**src/rtl/shiftreg_pkg.sv**
```systemverilog
// Shared helpers for the parallel-in / serial-out stream shifter.
// Beat count, counter width and the EMPTY/STREAM encoding.
package shiftreg_pkg;

  typedef enum logic {
    EMPTY  = 1'b0,
    STREAM = 1'b1
  } mode_t;

  function automatic int nbeats(int nw, int no);
    return (no < 1) ? 1 : nw / no;
  endfunction

  function automatic int cnt_width(int nb);
    return $clog2(nb + 1);
  endfunction

endpackage

```
**src/rtl/shiftreg_stream_ctl.sv**
```systemverilog
// Beat counter and handshake control for shiftreg_stream.
// Resolves flush > load > pop > hold into load_en / shift_en.
module shiftreg_stream_ctl #(
  parameter int NBEATS = 8,
  parameter int CW     = 4
) (
  input  logic          clk,
  input  logic          rstb,
  input  logic          in_valid,
  input  logic          out_ready,
  input  logic          flush,
  output logic          in_ready,
  output logic          out_valid,
  output logic          out_last,
  output logic [CW-1:0] remaining,
  output logic          load_en,
  output logic          shift_en
);
  import shiftreg_pkg::*;

  logic [CW-1:0] rem_q;
  logic [CW-1:0] rem_d;
  mode_t         mode;
  logic          pop;

  always_ff @(posedge clk) begin
    if (!rstb) rem_q <= '0;
    else       rem_q <= rem_d;
  end

  always_comb begin
    rem_d = rem_q;
    unique case (1'b1)
      flush:    rem_d = '0;
      load_en:  rem_d = CW'(NBEATS);
      shift_en: rem_d = rem_q - CW'(1);
      default:  rem_d = rem_q;
    endcase
  end

  // load_en and shift_en already exclude flush and each other
  always_comb begin
    mode      = (rem_q != '0) ? STREAM : EMPTY;
    out_valid = (mode == STREAM);
    out_last  = (rem_q == CW'(1));
    remaining = rem_q;
    pop       = out_valid && out_ready;
    in_ready  = ((mode == EMPTY) || (pop && out_last)) && !flush;
    load_en   = in_valid && in_ready;
    shift_en  = pop && !flush && !load_en;
  end

endmodule

```
**src/rtl/shiftreg_stream.sv**
```systemverilog
// Parallel-load shift register streaming nout words per beat.
// Shifted-out words recirculate (rotate=1) or zero-fill the top.
module shiftreg_stream
  import shiftreg_pkg::*;
#(
  parameter int nbits  = 8,
  parameter int nwords = 8,
  parameter int nout   = 1,
  parameter int rotate = 0,
  localparam int NBEATS = nbeats(nwords, nout),
  localparam int CW     = cnt_width(NBEATS)
) (
  input  logic                          clk,
  input  logic                          rstb,
  input  logic                          in_valid,
  output logic                          in_ready,
  input  logic [nwords-1:0][nbits-1:0]  d,
  input  logic                          flush,
  output logic                          out_valid,
  input  logic                          out_ready,
  output logic [nout-1:0][nbits-1:0]    q,
  output logic                          out_last,
  output logic [CW-1:0]                 remaining,
  output logic [nwords-1:0][nbits-1:0]  q_all
);

  localparam int NO_SAFE = (nout < 1) ? 1 : nout;

  generate
    if (nwords < 2 || nout < 1 || (nwords % NO_SAFE) != 0) begin : g_bad
      shiftreg_stream_bad_params u_bad ();
    end
  endgenerate

  logic [nwords-1:0][nbits-1:0] data_q;
  logic [nwords-1:0][nbits-1:0] shifted;
  logic                         load_en;
  logic                         shift_en;

  shiftreg_stream_ctl #(
    .NBEATS (NBEATS),
    .CW     (CW)
  ) u_ctl (
    .clk       (clk),
    .rstb      (rstb),
    .in_valid  (in_valid),
    .out_ready (out_ready),
    .flush     (flush),
    .in_ready  (in_ready),
    .out_valid (out_valid),
    .out_last  (out_last),
    .remaining (remaining),
    .load_en   (load_en),
    .shift_en  (shift_en)
  );

  for (genvar i = 0; i < nwords; i++) begin : g_sh
    if (i < nwords - nout) begin : g_mv
      assign shifted[i] = data_q[i+nout];
    end else if (rotate != 0) begin : g_rot
      assign shifted[i] = data_q[i-(nwords-nout)];
    end else begin : g_zero
      assign shifted[i] = '0;
    end
  end

  always_ff @(posedge clk) begin
    if (!rstb)         data_q <= '0;
    else if (load_en)  data_q <= d;
    else if (shift_en) data_q <= shifted;
  end

  assign q     = data_q[nout-1:0];
  assign q_all = data_q;

endmodule

```
**config.mk**
```make
export PLATFORM = sky130hd
export DESIGN_NAME = shiftreg_stream
export DESIGN_NICKNAME = d
export VERILOG_FILES = /design/src/rtl/shiftreg_pkg.sv /design/src/rtl/shiftreg_stream_ctl.sv /design/src/rtl/shiftreg_stream.sv
export SDC_FILE = /design/constraint.sdc
export NUM_CORES = 1
export LEC_CHECK = 0
export CAP_MARGIN = 20
export CORE_ASPECT_RATIO = 1.25
export CORE_MARGIN = 2
export CORE_UTILIZATION = 48
export CTS_CLUSTER_DIAMETER = 40
export DETAILED_ROUTE_END_ITERATION = 8
export GPL_ROUTABILITY_DRIVEN = 0
export GPL_TIMING_DRIVEN = 0
export PLACE_DENSITY = 0.92
export SLEW_MARGIN = 0
export SYNTH_ARGS = -nofsm -noshare
export SYNTH_HDL_FRONTEND = slang
export SYNTH_HIERARCHICAL = 1
export SYNTH_SLANG_ARGS = --single-unit
```
**constraint.sdc**
```tcl
create_clock -name clk -period 4.4 [get_ports clk]
set_input_delay 0.88 -clock clk [delete_from_list [all_inputs] [get_ports clk]]
set_output_delay 0.88 -clock clk [all_outputs]
set_load 0.01 [all_outputs]
```
==> results.cfg <==
[worst_hold_path]
hold_path_class = reg -> reg
hold_start = u_ctl/remaining[1]
holdPathStages = 1

[grt]
grt_max_degree = 12
grt_pass1_vias = 3412
track_usage = 0.237
antenna_found_initial = 0
gr-total-overflow = 0
grt_pass1_wl_um = 16700

[clocking]
ctsLongestPathBuffers = 2
cts_root_buffer = clkbuf_8
postCtsSetupRepairBufs = 0
cts_buffers = 9
clkSinkCount = 68
ctsResizeCount = 0
cts_tree = done
clkTransAtPathRegs_ns = 0.07
clock_latency_ns = 0.34
cts_htree_levels = 3
cts_hold_buffers = 0

[route]
ant_nets = 0
viasPerCell = 5.51
dr.pass1.iters = 4
wl_um = 10700
drc = 0
drtIter0Drc = 89
routedWlPerCell_um = 18.1
vias = 3248

[timing]
period_share = 0.723
fmax_ghz = 0.314
setup_viol = 0
rsz0062_at_grt = no
finalSetupTns_ns = 0
hold_viol = 0
setup_ws_ns = 1.22
slew_headroom = 0.680
finalMaxSlewViolations = 0
fin_skew_ns = 0.0153
min_period_ns = 3.18
tightest_slew_ns = 0.480

[synth]
ys_ff_latch = 68
post-synth-top-count-cell = dfxtp_1
syn_avg_cell_area_um2 = 11.7
ys_top_cells_by_count = dfxtp_1 (68), o211a_1 (56), mux2_4 (52)
syn_inst = 331
syn_nets = 403
async_reset_ff_frac = 0
synth_cell_types = 40
synth_top_cell_area_share = 0.352
synth_area_leaders = dfxtp_1 (35%), mux2_4 (20%), o211a_1 (14%)
synth.largest_area_cell = dfxtp_1
yosysWarningCount = 6
netlist_area_um2 = 3870
ys.flop_type = dfxtp_1
synth_edf_count = 0
ys_seq_area_frac = 0.352

[worst_setup_path]
crit_start = flush
critPathCaptureType = output pin
crit_fanout = 6
critPathLaunchType = input pin
cp.required_ns = 3.52
worstPathArrival_ns = 2.30
reg2reg_from = u_ctl/remaining[0]
worstSetupPathType = in -> out
reg2reg_depth = 8

[final_layout]
num-nets-final = 561
num_antenna_cells = 0
drive_gt1_frac = 0.215
area_delta_synth_final_pct = 45.8

[placement]
port_buffers = 147
dp_hpwl_um = 7960
pre_cts_ws_ns = 1.22

[power]
power_density_nw_per_um2 = 296
p_leak_nw = 2.70
ir_drop_mv = 0.214

[floorplanning]
die_width_um = 84.3
start_util = 0.497
coreArea_um2 = 7790
die_area_um2 = 8800
die_h_um = 104
io_pins = 148
placementRows = 36

[run]
max_cap_viol_count = 0

[run_status]
outcome = finished clean
==> worst paths after layout <==
path	slack [ns]	to
worst min-delay path	0.54	u_ctl/remaining[1]
worst min register to register	0.54	u_ctl/remaining[1]
worst max register to register	2.17	q_all[49]
worst max-delay path	1.22	in_ready
==> state kept, by name (all words and copies together) (netlist names) <==
| register | count |
|---|---|
| q | 8 |
| q_all | 56 |
| u_ctl/remaining | 4 |
==> cells in the final DEF, fill, tap and decap left out, types with 7 or more instances in the layout <==
cell,instances
or2b_1,36
mux2_4,52
dfxtp_1,68
buf_4,9
o211a_1,56
clkbuf_1,14
a21boi_2,7
nand2_1,8
clkbuf_8,11
nand2b_1,21
clkdlybuf4s50_1,147
or3b_1,8
==> report_power, final <==
group | internal (mW) | switching [mW] | leakage [nW]
registers | 0.666 | 0.0484 | 0.559
clock network | 0.259 | 0.236 | 0.0931
logic | 0.297 | 0.161 | 2.04
==> metrics by stage <==
stage	area (um^2)	instances	power, mW	hold slack, ns	util
2_1_floorplan	3870	331	0.956	0.561	-
3_3_place_gp	5460	573	1.17	0.511	0.701
3_5_place_dp	5460	573	1.19	0.521	0.701
4_1_cts	5640	589	1.68	0.543	0.724
5_1_grt	5640	589	1.73	0.589	0.724
6_report	5640	589	1.67	0.537	0.724
==> worst max-delay path, stage by stage <==
cell	delay (ns)
clkdlybuf4s50_1	0.49
nor3_1	0.21
and2_1	0.17
clkdlybuf4s50_1	0.55
==> per-layer routing <==
layer	wire, um	global-route usage	vias to the layer above
li1	-	-	1503
met1	4140	0.258	1584
met2	5500	0.428	129
met3	597	0.0421	32
met4	410	0.124	0
met5	0	0	-
==> cell type report <==
class / count / area, um^2
inverter: 6 / 22.5
sequential: 68 / 1360
clock inverter: 5 / 52.6
multi-input combinational: 221 / 2190
timing repair buffer: 147 / 1470
clock buffer: 11 / 131
fill: 548 / 2150
tap: 95 / 119
buffer: 36 / 293
==> logic make-up after synthesis <==
family | Yosys count | share of synthesized area
DFF | 68 | 0.352
buffers and inverters | 42 | 0.0815
muxes | 56 | 0.213
and+or+nand+nor | 86 | 0.152
AOI/OAI and AO/OA | 76 | 0.191
adders and majority gates | 3 | 0.00970
(Power assumes the default switching activity.)
